==> src/rtl/ime_cost_best_pkg.sv <==
// ime_cost_best_pkg
// Shared definitions for the IME per-partition cost / best-candidate tracker:
// default geometry of the SAD beat and the control FSM state encoding.
package ime_cost_best_pkg;

    localparam int PART_NUM_DEF = 5;   // partitions carried per candidate beat
    localparam int SAD_LEN_DEF  = 16;  // width of one SAD field
    localparam int MVC_W_DEF    = 12;  // width of the MV cost (unsigned)
    localparam int COST_W_DEF   = 16;  // width of one saturated cost field
    localparam int MV_W_DEF     = 10;  // width of one signed MV component

    typedef enum logic [1:0] {
        ST_IDLE   = 2'd0,
        ST_SEARCH = 2'd1,
        ST_DRAIN  = 2'd2,
        ST_DONE   = 2'd3
    } state_t;

endpackage

==> src/rtl/ime_cost_best_if.sv <==
// ime_cost_best_if
// Bundle between the SAD tree / search controller (master) and the cost
// tracker (slave).
//   start_i     : opens a new search window (pulse)
//   mode_i      : sampled with start_i, 1 = cost is SAD only
//   sad_v_i     : candidate beat valid
//   last_i      : final candidate of the window (with sad_v_i)
//   mv_i        : candidate MV {mvy, mvx}
//   mv_cost_i   : MV cost of the candidate
//   sad_i       : per-partition SADs, partition p at [(p+1)*SAD_LEN-1 : p*SAD_LEN]
//   busy_o      : search in progress
//   done_o      : one-cycle pulse, best_* are final
//   best_cost_o : per-partition minimum cost
//   best_mv_o   : per-partition MV of the minimum
interface ime_cost_best_if
    import ime_cost_best_pkg::*;
#(
    parameter int PART_NUM = PART_NUM_DEF,
    parameter int SAD_LEN  = SAD_LEN_DEF,
    parameter int MVC_W    = MVC_W_DEF,
    parameter int COST_W   = COST_W_DEF,
    parameter int MV_W     = MV_W_DEF
);

    logic                         start_i;
    logic                         mode_i;
    logic                         sad_v_i;
    logic                         last_i;
    logic [2*MV_W-1:0]            mv_i;
    logic [MVC_W-1:0]             mv_cost_i;
    logic [PART_NUM*SAD_LEN-1:0]  sad_i;
    logic                         busy_o;
    logic                         done_o;
    logic [PART_NUM*COST_W-1:0]   best_cost_o;
    logic [PART_NUM*2*MV_W-1:0]   best_mv_o;

    modport master (
        output start_i, mode_i, sad_v_i, last_i, mv_i, mv_cost_i, sad_i,
        input  busy_o, done_o, best_cost_o, best_mv_o
    );

    modport slave (
        input  start_i, mode_i, sad_v_i, last_i, mv_i, mv_cost_i, sad_i,
        output busy_o, done_o, best_cost_o, best_mv_o
    );

endinterface

==> src/rtl/ime_cost_sat_cmp.sv <==
// ime_cost_sat_cmp
// One partition of the cost tracker: adds the MV cost to the SAD (unless in
// SAD-only mode), saturates to COST_W bits, registers the cost, then keeps the
// running minimum and its MV.
//   clk, rst   : clock, synchronous active-high reset
//   clr        : start of a new window, restores the initial best
//   vld_p0     : beat accepted this cycle (stage-1 capture enable)
//   mode       : latched window mode, 1 = SAD only
//   sad        : SAD of this partition
//   mv_cost    : MV cost of the candidate
//   vld_p1     : stage-1 cost is valid
//   mv_p1      : MV registered alongside the stage-1 cost
//   best_cost  : running minimum cost
//   best_mv    : MV of the running minimum
module ime_cost_sat_cmp #(
    parameter int SAD_LEN = 16,
    parameter int MVC_W   = 12,
    parameter int COST_W  = 16,
    parameter int MV_W    = 10
) (
    input  logic                clk,
    input  logic                rst,
    input  logic                clr,
    input  logic                vld_p0,
    input  logic                mode,
    input  logic [SAD_LEN-1:0]  sad,
    input  logic [MVC_W-1:0]    mv_cost,
    input  logic                vld_p1,
    input  logic [2*MV_W-1:0]   mv_p1,
    output logic [COST_W-1:0]   best_cost,
    output logic [2*MV_W-1:0]   best_mv
);

    localparam int SUM_W = SAD_LEN + 1;
    // Compare in a width that holds both the sum and the saturation limit.
    localparam int EXT_W = (SUM_W > COST_W) ? SUM_W : COST_W;

    function automatic logic [COST_W-1:0] sat_cost(input logic [SUM_W-1:0] sum);
        logic [EXT_W-1:0] ext;
        logic [EXT_W-1:0] lim;
        ext = EXT_W'(sum);
        lim = EXT_W'({COST_W{1'b1}});
        if (ext > lim) begin
            sat_cost = {COST_W{1'b1}};
        end else begin
            sat_cost = ext[COST_W-1:0];
        end
    endfunction

    logic [SUM_W-1:0]  add_p0;
    logic [SUM_W-1:0]  sum_p0;
    logic [COST_W-1:0] cost_p1;

    always_comb begin
        add_p0 = mode ? '0 : SUM_W'(mv_cost);
        sum_p0 = {1'b0, sad} + add_p0;
    end

    // ---- stage 1: saturated cost ----
    always_ff @(posedge clk) begin
        if (vld_p0) begin
            cost_p1 <= sat_cost(sum_p0);
        end
    end

    // ---- stage 2: running minimum; strict compare keeps the earlier tie ----
    always_ff @(posedge clk) begin
        if (rst || clr) begin
            best_cost <= '1;
            best_mv   <= '0;
        end else if (vld_p1 && (cost_p1 < best_cost)) begin
            best_cost <= cost_p1;
            best_mv   <= mv_p1;
        end
    end

endmodule

==> src/rtl/ime_cost_best.sv <==
// ime_cost_best
// Per-partition SAD + MV-cost tracker for integer motion search. For every
// accepted candidate beat it forms a saturated cost per partition and keeps the
// minimum cost and its MV over the search window, then pulses done_o.
//   clk  : clock, rising edge
//   rst  : synchronous active-high reset
//   bus  : ime_cost_best_if slave (candidate beats in, best costs/MVs out)
module ime_cost_best
    import ime_cost_best_pkg::*;
#(
    parameter int PART_NUM = PART_NUM_DEF,
    parameter int SAD_LEN  = SAD_LEN_DEF,
    parameter int MVC_W    = MVC_W_DEF,
    parameter int COST_W   = COST_W_DEF,
    parameter int MV_W     = MV_W_DEF
) (
    input  logic          clk,
    input  logic          rst,
    ime_cost_best_if.slave bus
);

    state_t state;
    state_t state_nxt;

    logic              accept_p0;
    logic              mode_q;
    logic              vld_p1;
    logic              last_p1;
    logic [2*MV_W-1:0] mv_p1;
    logic              busy;
    logic              done;

    logic [PART_NUM*COST_W-1:0] best_cost_all;
    logic [PART_NUM*2*MV_W-1:0] best_mv_all;

    // start_i wins a collision with a beat; beats outside SEARCH are dropped.
    assign accept_p0 = (state == ST_SEARCH) && bus.sad_v_i && !bus.start_i;

    // ---- stage 1: control alongside the per-partition cost registers ----
    always_ff @(posedge clk) begin
        if (rst) begin
            state   <= ST_IDLE;
            mode_q  <= 1'b0;
            vld_p1  <= 1'b0;
            last_p1 <= 1'b0;
        end else begin
            state <= state_nxt;
            if (bus.start_i) begin
                mode_q <= bus.mode_i;
            end
            // accept_p0 is low whenever start_i is high, so a restart also
            // flushes any beat that was about to enter the pipeline.
            vld_p1  <= accept_p0;
            last_p1 <= accept_p0 && bus.last_i;
        end
    end

    always_ff @(posedge clk) begin
        mv_p1 <= bus.mv_i;
    end

    always_comb begin
        state_nxt = state;
        busy      = 1'b0;
        done      = 1'b0;
        unique case (state)
            ST_IDLE: begin
                state_nxt = ST_IDLE;
            end
            ST_SEARCH: begin
                busy = 1'b1;
                if (accept_p0 && bus.last_i) begin
                    state_nxt = ST_DRAIN;
                end
            end
            ST_DRAIN: begin
                busy = 1'b1;
                // The last beat sits in stage 1 now and lands in best_* on this
                // edge, so DONE shows final results.
                if (vld_p1 && last_p1) begin
                    state_nxt = ST_DONE;
                end
            end
            ST_DONE: begin
                done      = 1'b1;
                state_nxt = ST_IDLE;
            end
            default: begin
                state_nxt = ST_IDLE;
            end
        endcase
        if (bus.start_i) begin
            state_nxt = ST_SEARCH;
        end
    end

    // ---- stage 2: per-partition compare/update ----
    for (genvar p = 0; p < PART_NUM; p++) begin : g_part
        ime_cost_sat_cmp #(
            .SAD_LEN (SAD_LEN),
            .MVC_W   (MVC_W),
            .COST_W  (COST_W),
            .MV_W    (MV_W)
        ) u_sat_cmp (
            .clk       (clk),
            .rst       (rst),
            .clr       (bus.start_i),
            .vld_p0    (accept_p0),
            .mode      (mode_q),
            .sad       (bus.sad_i[p*SAD_LEN +: SAD_LEN]),
            .mv_cost   (bus.mv_cost_i),
            .vld_p1    (vld_p1),
            .mv_p1     (mv_p1),
            .best_cost (best_cost_all[p*COST_W +: COST_W]),
            .best_mv   (best_mv_all[p*2*MV_W +: 2*MV_W])
        );
    end

    assign bus.busy_o      = busy;
    assign bus.done_o      = done;
    assign bus.best_cost_o = best_cost_all;
    assign bus.best_mv_o   = best_mv_all;

endmodule

==> src/flat_wrapper.sv <==
// flat-port wrapper written by rule: the top's interface ports become plain ports
module ime_cost_best_flat import ime_cost_best_pkg::*;
#(
    parameter int PART_NUM = PART_NUM_DEF,
    parameter int SAD_LEN  = SAD_LEN_DEF,
    parameter int MVC_W    = MVC_W_DEF,
    parameter int COST_W   = COST_W_DEF,
    parameter int MV_W     = MV_W_DEF
)
  (clk, rst, bus_start_i, bus_mode_i, bus_sad_v_i, bus_last_i, bus_mv_i, bus_mv_cost_i, bus_sad_i, bus_busy_o, bus_done_o, bus_best_cost_o, bus_best_mv_o);
  ime_cost_best_if #(.PART_NUM(PART_NUM), .SAD_LEN(SAD_LEN), .MVC_W(MVC_W), .COST_W(COST_W), .MV_W(MV_W)) bus_i ();
  input  logic clk;
  input  logic rst;
  input wire logic [$bits(bus_i.start_i)-1:0] bus_start_i;
  input wire logic [$bits(bus_i.mode_i)-1:0] bus_mode_i;
  input wire logic [$bits(bus_i.sad_v_i)-1:0] bus_sad_v_i;
  input wire logic [$bits(bus_i.last_i)-1:0] bus_last_i;
  input wire logic [$bits(bus_i.mv_i)-1:0] bus_mv_i;
  input wire logic [$bits(bus_i.mv_cost_i)-1:0] bus_mv_cost_i;
  input wire logic [$bits(bus_i.sad_i)-1:0] bus_sad_i;
  output wire logic [$bits(bus_i.busy_o)-1:0] bus_busy_o;
  output wire logic [$bits(bus_i.done_o)-1:0] bus_done_o;
  output wire logic [$bits(bus_i.best_cost_o)-1:0] bus_best_cost_o;
  output wire logic [$bits(bus_i.best_mv_o)-1:0] bus_best_mv_o;
  assign bus_i.start_i = bus_start_i;
  assign bus_i.mode_i = bus_mode_i;
  assign bus_i.sad_v_i = bus_sad_v_i;
  assign bus_i.last_i = bus_last_i;
  assign bus_i.mv_i = bus_mv_i;
  assign bus_i.mv_cost_i = bus_mv_cost_i;
  assign bus_i.sad_i = bus_sad_i;
  assign bus_busy_o = bus_i.busy_o;
  assign bus_done_o = bus_i.done_o;
  assign bus_best_cost_o = bus_i.best_cost_o;
  assign bus_best_mv_o = bus_i.best_mv_o;
  ime_cost_best #(.PART_NUM(PART_NUM), .SAD_LEN(SAD_LEN), .MVC_W(MVC_W), .COST_W(COST_W), .MV_W(MV_W)) u_core (.clk(clk), .rst(rst), .bus(bus_i));
endmodule
==> config.mk <==
export PLATFORM = sky130hd
export DESIGN_NAME = ime_cost_best_flat
export DESIGN_NICKNAME = d
export VERILOG_FILES = /design/src/rtl/ime_cost_best_pkg.sv /design/src/rtl/ime_cost_best_if.sv /design/src/rtl/ime_cost_sat_cmp.sv /design/src/rtl/ime_cost_best.sv /design/src/flat_wrapper.sv
export SDC_FILE = /design/constraint.sdc
export NUM_CORES = 1
export LEC_CHECK = 0
export CAP_MARGIN = 10
export CORE_MARGIN = 2
export CORE_UTILIZATION = 50
export CTS_CLUSTER_SIZE = 12
export DETAILED_ROUTE_END_ITERATION = 8
export PLACE_DENSITY = 0.86
export SLEW_MARGIN = 20
export SYNTH_ARGS = -nofsm -noshare
export SYNTH_HDL_FRONTEND = slang
export SYNTH_HIERARCHICAL = 1
export SYNTH_SLANG_ARGS = --single-unit
==> constraint.sdc <==
create_clock -name clk -period 8.6 [get_ports clk]
set_input_delay 2.58 -clock clk [delete_from_list [all_inputs] [get_ports clk]]
set_output_delay 2.58 -clock clk [all_outputs]
set_load 0.02 [all_outputs]
==> flow_summary.ini, run 1 <==
[min_path]
hold_class = reg -> reg

[timing]
hold_slack_ns = 0.453
timing.final.max_slew_violations = 0
finalSetupTns_ns = 0
timing.final.hold_violations = 0
fin_crit_sh = 0.595
rsz0062_at_grt = false
finalCriticalPeriod_ns = 5.12
skew_ns = 0.00895
slew-limit-headroom = 0.318
worstMarginPinSlew_ns = 1.02
fmax_ghz = 0.195
setup_viol_count_final = 0

[floorplanning]
num_rows = 67
initial_utilization = 0.505
die_area_um2 = 35100
die_w_um = 187
core_um2 = 33300
die_h_um = 187
io_pins = 300

[pwr]
power.density_nw_per_um2 = 162
comb_power_share = 0.166
swShare = 0.262
p_clk_frac = 0.403
finalPower_w = 0.00339
ir_drop_mv = 0.145
p_seq_frac = 0.431
p_switching_w = 0.000887
leakagePower_nw = 8.62
intPower_w = 0.00250

[logic_synthesis]
syn_nets = 2079
synth_flop_cell = dfxtp_1
synth_edf_count = 80
ys_types = 73
synthMostInstantiatedCell = nand2_1
yosys-top-cells-count = nand2_1, dfxtp_1, nor2_1
synth_seq_cells = 285
async_flop_share = 0
synth_top_area_frac = 0.244
synth_top_area_cell = dfxtp_1
yosysSeqAreaShare = 0.387
synthesis.area_um2 = 16800
syn-instance-count = 1817
synth.avg_cell_area_um2 = 9.25
ys_warn_count = 6
ys_top_cells_by_area = dfxtp_1, edfxtp_1, ha_1

[global_route]
track_usage = 0.257
grt_overflow = 0
grt_pass1_wl_mm = 72.6
grt_start_max_net_pins = 82
grt_pass1_vias = 13924
antenna_found_initial = 3

[clock_network]
cts_tree = done
cts_sinks = 285
ctsHoldBuffers = 0
post_cts_resized = 0
clock_path_buffers = 3
numCtsBuffers = 31
cts_setup_buffers = 0
clk_pin_slew_worst_paths_ns = 0.06
clock_latency_ns = 0.55
cts-htree-levels = 1
cts-root-buf = clkbuf_16

[layout]
drive_above_1_share = 0.0742
finalNonFillerCells = 2540
area_delta_synth_final_pct = 24.7
layout.nets = 2332
fin_area_um2 = 21000

[routing]
firstDrtPassIters = 7
wire_per_inst_um = 18.2
viasPerCell = 5.59
routed_wl_mm = 46.4
drt_iter0_drc = 846
ant_nets = 0
route.vias.total = 14211
drc = 0

[setup_path]
start_kind = primary input
endpoint_kind = register
worstPathMaxFanout = 13
critPathKind = in -> reg
arrival_ns = 5.52
required_ns = 9.00

[flow_run]
max_cap_viol_count = 0

[placement]
portBuffers = 299
dp.cells = 2485
postPlaceCellArea_um2 = 19900
gp_congestion = 0.901
dp_hpwl_mm = 34.3

[status]
outcome = finished clean
## kinds of logic (layout without fill, tap and decap cells)
| kind of cell | after synthesis | in the layout | share of synthesized area |
|---|---|---|---|
| buffers and inverters | 195 | 468 | 0.0601 |
| adder cells (fa/ha/maj) | 144 | 144 | 0.109 |
| XOR/XNOR | 28 | 28 | 0.0146 |
| AND/OR/NAND/NOR | 706 | 706 | 0.199 |
| flip-flops | 285 | 285 | 0.387 |
| multiplexers | 156 | 156 | 0.0934 |
| AO/OA/AOI/OAI | 303 | 303 | 0.136 |
| other | 0 | 2 | 0 |
## final timing paths
kind,start,to,slack [ns],cells after the start
max,bus_mv_cost_i[0],u_core/g_part[1].u_sat_cmp/cost_p1[13],3.48,11
min,u_core/g_part[4].u_sat_cmp/best_mv[2],u_core/g_part[4].u_sat_cmp/best_mv[2],0.45,2
max reg2reg,u_core/mode_q,u_core/g_part[1].u_sat_cmp/cost_p1[11],5.26,11
min reg2reg,u_core/g_part[4].u_sat_cmp/best_mv[2],u_core/g_part[4].u_sat_cmp/best_mv[2],0.45,2
## layout by cell type, fill, tap and decap left out, types with 55 or more instances in the layout
cell type,n
edfxtp_1,80
clkdlybuf4s50_1,299
inv_1,102
mux2i_1,150
nand2_1,283
a21oi_1,55
nor2_1,173
dfxtp_1,204
nor2b_1,66
ha_1,139
## routing by layer
layer / wire length, µm / global-route usage / up-vias
met2: 22400 / 0.456 / 561
met3: 3150 / 0.0362 / 140
li1: - / - / 6849
met4: 2330 / 0.127 / 0
met5: 0 / 0 / -
met1: 18500 / 0.304 / 6661
## per-stage QoR
step / setup slack [ns] / util
4_1_cts: 3.52 / 0.630
2_1_floorplan: 3.95 / -
3_3_place_gp: 2.93 / 0.598
3_5_place_dp: 2.94 / 0.598
5_1_grt: 3.23 / 0.630
6_report: 3.48 / 0.630
## critical path, cell delays in order
cell and delay (ns):
clkdlybuf4s50_1 0.66, nor2b_1 0.20, ha_1 0.18, inv_1 0.05, fa_1 0.40, nand2b_1 0.18
a21oi_1 0.29, o31a_1 0.25, o41ai_4 0.12, or2_1 0.40, a31oi_1 0.21
## flip-flops by register name, indices dropped and copies added (netlist names)
register,count
u_core/g_part.u_sat_cmp/best_mv,100
u_core/state,2
u_core/last_p1,1
u_core/vld_p1,1
u_core/mv_p1,20
u_core/g_part.u_sat_cmp/cost_p1,80
u_core/mode_q,1
u_core/g_part.u_sat_cmp/best_cost,80
## final cells by class
cell class / count / area (µm²)
Antenna cell: 2 / 5.00
Timing Repair Buffer: 313 / 3100
Inverter: 102 / 383
Clock buffer: 46 / 967
Clock inverter: 7 / 85.1
Sequential cell: 285 / 6510
Multi-Input combinational cell: 1337 / 9350
Fill cell: 2640 / 12300
Tap cell: 448 / 561
## power by group through the flow
| stage | combinational [W] | sequential, W | clock, W |
|---|---|---|---|
| 2_1_floorplan | 0.000383 | 0.00148 | 0 |
| 3_3_place_gp | 0.000540 | 0.00149 | 0 |
| 3_5_place_dp | 0.000554 | 0.00149 | 0 |
| 4_1_cts | 0.000559 | 0.00146 | 0.00139 |
| 5_1_grt | 0.000620 | 0.00146 | 0.00144 |
| 6_report | 0.000564 | 0.00146 | 0.00136 |
No activity file was read; power rests on OpenSTA's default activity.
==> inputs of run 2 (changes only) <==
clock period = 5.2 ns   (was 8.6 ns; I/O delays follow)
==> flow_summary.ini, run 2 (synthesized netlist as in run 1, its figures left out) <==
[routing]
ant_nets = 0
wire_per_inst_um = 18.4
drc = 0
route.vias.total = 14136
firstDrtPassIters = 7
viasPerCell = 5.55
drt_iter0_drc = 771
routed_wl_mm = 46.8

[setup_path]
slowest_stage = clkdlybuf4s50_1
worstPathMaxFanout = 13
required_ns = 5.59
endpoint_kind = register
critPathKind = in -> reg
start_kind = primary input
cpLargestDelayFamily = compound AO/OA/AOI/OAI gates
critPathBufInv = 2
crit_chain = clkdlybuf4s50_1, nor2b_1, ha_1, inv_1, fa_1, nand2b_1, a21oi_1, o31a_1, o41ai_4, or2_1, a31oi_1
max_stage_delay_ns = 0.57
arrival_ns = 4.44

[floorplanning]
die_w_um = 187
die_area_um2 = 35100
num_rows = 67
die_h_um = 187
core_um2 = 33300
initial_utilization = 0.505
io_pins = 300

[global_route]
grt_pass1_vias = 14011
grt_pass1_wl_mm = 72.9
track_usage = 0.258
antenna_found_initial = 4
grt_overflow = 0
grt_start_max_net_pins = 61

[min_path]
hold_class = reg -> reg

[timing]
fmax_ghz = 0.247
skew_ns = 0.0141
rsz0062_at_grt = false
finalCriticalPeriod_ns = 4.06
fin_crit_sh = 0.780
slew-limit-headroom = 0.328
hold_slack_ns = 0.455
setup_viol_count_final = 0
finalSetupTns_ns = 0
worstMarginPinSlew_ns = 1.01
timing.final.max_slew_violations = 0
timing.final.hold_violations = 0

[layout]
fin_area_um2 = 21000
regMostFlops = u_core/g_part.u_sat_cmp/best_mv
largest_reg_flops = 100
area_delta_synth_final_pct = 24.9
top_regs = u_core/g_part.u_sat_cmp/best_mv (100), u_core/g_part.u_sat_cmp/best_cost (80), u_core/g_part.u_sat_cmp/cost_p1 (80)
fillers = 2659
final_common_cell = clkdlybuf4s50_1
layout.nets = 2336
final_cell_mix = clkdlybuf4s50_1, nand2_1, dfxtp_1, nor2_1, mux2i_1
drive_above_1_share = 0.0755

[clock_network]
cts_tree = done
cts-htree-levels = 1
clock_path_buffers = 3
clock_latency_ns = 0.56
cts_sinks = 285
clk_pin_slew_worst_paths_ns = 0.06
cts-root-buf = clkbuf_16
post_cts_resized = 0
numCtsBuffers = 31
ctsHoldBuffers = 0
cts_setup_buffers = 0

[flow_run]
max_cap_viol_count = 0

[placement]
dp_hpwl_mm = 35.0
portBuffers = 299
gp_congestion = 0.902
postPlaceCellArea_um2 = 19900

[status]
outcome = finished clean

[pwr]
finalPower_w = 0.00557
ir_drop_mv = 0.202
leakagePower_nw = 8.63
power.density_nw_per_um2 = 266
[run 2: report_power, final]
part	switching, W	internal, W
registers	0.0000515	0.00236
clock network	0.000886	0.00133
logic	0.000535	0.000405
[run 2: final cells by class]
cell class	instances	area, µm²	share of cell area
multi-input combinational	1337	9350	0.446
timing repair buffer	317	3140	0.150
tap	448	561	0.0267
clock buffer	48	978	0.0466
inverter	102	383	0.0182
sequential	285	6510	0.310
antenna	3	7.51	0.000358
clock inverter	5	53.8	0.00256
[run 2: worst paths after layout]
kind	startpoint	endpoint	slack, ns	depth (start not counted)
setup / recovery	bus_mv_cost_i[0]	u_core/g_part[1].u_sat_cmp/cost_p1[13]	1.14	11
hold / removal	u_core/g_part[1].u_sat_cmp/best_mv[6]	u_core/g_part[1].u_sat_cmp/best_mv[6]	0.45	2
setup reg to reg	u_core/mode_q	u_core/g_part[0].u_sat_cmp/cost_p1[4]	2.16	10
hold reg to reg	u_core/g_part[1].u_sat_cmp/best_mv[6]	u_core/g_part[1].u_sat_cmp/best_mv[6]	0.45	2
[run 2: worst reg2reg max path, cell delays in order, from the launching register on]
cell and delay (ns):
dfxtp_2 0.48, buf_4 0.48, nor2b_1 0.10, ha_1 0.22, inv_1 0.08, fa_1 0.25, nor2b_4 0.06, o31a_1 0.34
o31ai_4 0.26, a21bo_2 0.36, o21ai_0 0.15
[run 2: per-layer routing]
metal	wire length [µm]	GRT usage
met1	19000	0.304
met4	2310	0.131
met5	0	0
met3	2730	0.0338
met2	22800	0.460
[run 2: metrics by stage]
step,utilization,instances,worst slack [ns]
final,0.630,2545,1.14
after CTS,0.630,2542,1.18
after floorplan,-,1817,1.57
after global routing,0.630,2545,0.979
after detailed placement,0.599,2489,0.604
after global placement,0.599,2489,0.695
==> inputs of run 3 (changes only) <==
clock period = 3.85 ns   (was 5.2 ns; I/O delays follow)
==> flow_summary.ini, run 3 (synthesized netlist as in run 1, its figures left out) <==
[timing]
hold_slack_ns = 0.457
slew-limit-headroom = 0.538
skew_ns = 0.0136
rsz0062_at_grt = false
finalCriticalPeriod_ns = 3.42
worstMarginPinSlew_ns = 0.693
setup_slack_ns = 0.433
fmax_ghz = 0.293
setup_viol_count_final = 0
fin_crit_sh = 0.887
timing.final.hold_violations = 0
timing.final.max_slew_violations = 0

[layout]
finalNonFillerCells = 2589
largest_reg_flops = 100
final_common_cell = clkdlybuf4s50_1
regMostFlops = u_core/g_part.u_sat_cmp/best_mv
fin_area_um2 = 21300
area_delta_synth_final_pct = 26.8
seqCellArea_um2 = 6510
layout.nets = 2381
final_cell_mix = clkdlybuf4s50_1, nand2_1, dfxtp_1, nor2_1, mux2i_1
multiInputGateArea_um2 = 9350
fillers = 2584
top_regs = u_core/g_part.u_sat_cmp/best_mv (100), u_core/g_part.u_sat_cmp/best_cost (80), u_core/g_part.u_sat_cmp/cost_p1 (80)
drive_above_1_share = 0.0949

[routing]
wl_met3_mm = 3.31
highest-signal-layer = met4
route.vias.total = 14506
firstDrtPassIters = 5
routed_wl_mm = 47.8
drt_iter0_drc = 928
drc = 0
drt-met1-wl_mm = 18.7
viasPerCell = 5.60
wl_met2_mm = 23.3
ant_nets = 0
wire_per_inst_um = 18.5

[clock_network]
clk_pin_slew_worst_paths_ns = 0.06
cts-htree-levels = 1
clock_path_buffers = 3
ctsHoldBuffers = 0
cts-root-buf = clkbuf_16
cts_setup_buffers = 0
clock_latency_ns = 0.56
post_cts_resized = 0
cts_tree = done
cts_sinks = 285
numCtsBuffers = 31

[placement]
dp.cells = 2534
gp_congestion = 0.909
dp_hpwl_mm = 36.1
portBuffers = 299
postPlaceCellArea_um2 = 20300
dp_slack_ns = -0.126

[pwr]
power.density_nw_per_um2 = 353
ir_drop_mv = 0.267
leakagePower_nw = 8.84
finalPower_w = 0.00751

[floorplanning]
core_um2 = 33300
num_rows = 67
die_w_um = 187
die_area_um2 = 35100
die_h_um = 187
initial_utilization = 0.505
io_pins = 300

[global_route]
grt_overflow = 0
antenna_found_initial = 3
grt_pass1_wl_mm = 75.5
grt_start_max_net_pins = 65
grt_pass1_vias = 14491
track_usage = 0.266

[setup_path]
endpoint_kind = register
critPathBufInv = 3
max_stage_delay_ns = 0.45
start_kind = primary input
critPathKind = in -> reg
slowest_stage = clkdlybuf4s50_1
critical_path_depth = 12
worstPathMaxFanout = 5
required_ns = 4.16
cpLargestDelayFamily = buffers and inverters
crit_top_cell = nor2b_1
rr_worst_depth = 8
arrival_ns = 3.73
crit_chain = clkdlybuf4s50_1, buf_4, nor2b_1, ha_1, inv_1, fa_1, nand2b_1, a21oi_1, o31a_1, o41ai_4, nor2b_1, mux2_2

[min_path]
hold_depth = 2
hold_class = reg -> reg

[flow_run]
max_cap_viol_count = 0

[status]
outcome = finished clean
-- run 3: cell type report --
cell class,count,area share
Multi-Input combinational cell,1337,0.439
Sequential cell,285,0.305
Timing Repair Buffer,362,0.164
Clock buffer,50,0.0462
Tap cell,448,0.0263
Inverter,102,0.0180
Clock inverter,4,0.00117
Antenna cell,1,0.000117
-- run 3: final timing paths --
path / slack, ns / to / startpoint
max: 0.43 / u_core/g_part[1].u_sat_cmp/cost_p1[14] / bus_mv_cost_i[0]
min: 0.46 / u_core/g_part[1].u_sat_cmp/best_mv[18] / u_core/g_part[1].u_sat_cmp/best_mv[18]
max reg2reg: 0.90 / u_core/g_part[0].u_sat_cmp/cost_p1[12] / u_core/mode_q
min reg2reg: 0.46 / u_core/g_part[1].u_sat_cmp/best_mv[18] / u_core/g_part[1].u_sat_cmp/best_mv[18]
-- run 3: routing by layer --
metal,GRT usage,up-vias
met1,0.313,6831
met4,0.132,0
met2,0.474,607
met5,0,-
li1,-,6937
met3,0.0383,131
-- run 3: metrics by stage --
stage / TNS [ns] / utilization
finish: 0 / 0.640
detailed placement: -1.06 / 0.610
floorplan: 0 / -
CTS: 0 / 0.640
global route: 0 / 0.640
global placement: -0.967 / 0.610
-- run 3: power breakdown --
group	switching (W)	internal [W]	total (W)
logic	0.000735	0.000595	0.00133
registers	0.0000721	0.00319	0.00327
clock network	0.00118	0.00173	0.00292
total	0.00199	0.00552	0.00751
-- run 3: worst reg2reg max path, cell delays in order, from the launching register on --
cell and delay [ns]:
dfxtp_2 0.71, buf_4 0.33, nor2b_1 0.08, ha_1 0.39
a21oi_1 0.11, o21ai_0 0.33, nor3_1 0.13, a21oi_1 0.25
mux2_1 0.36
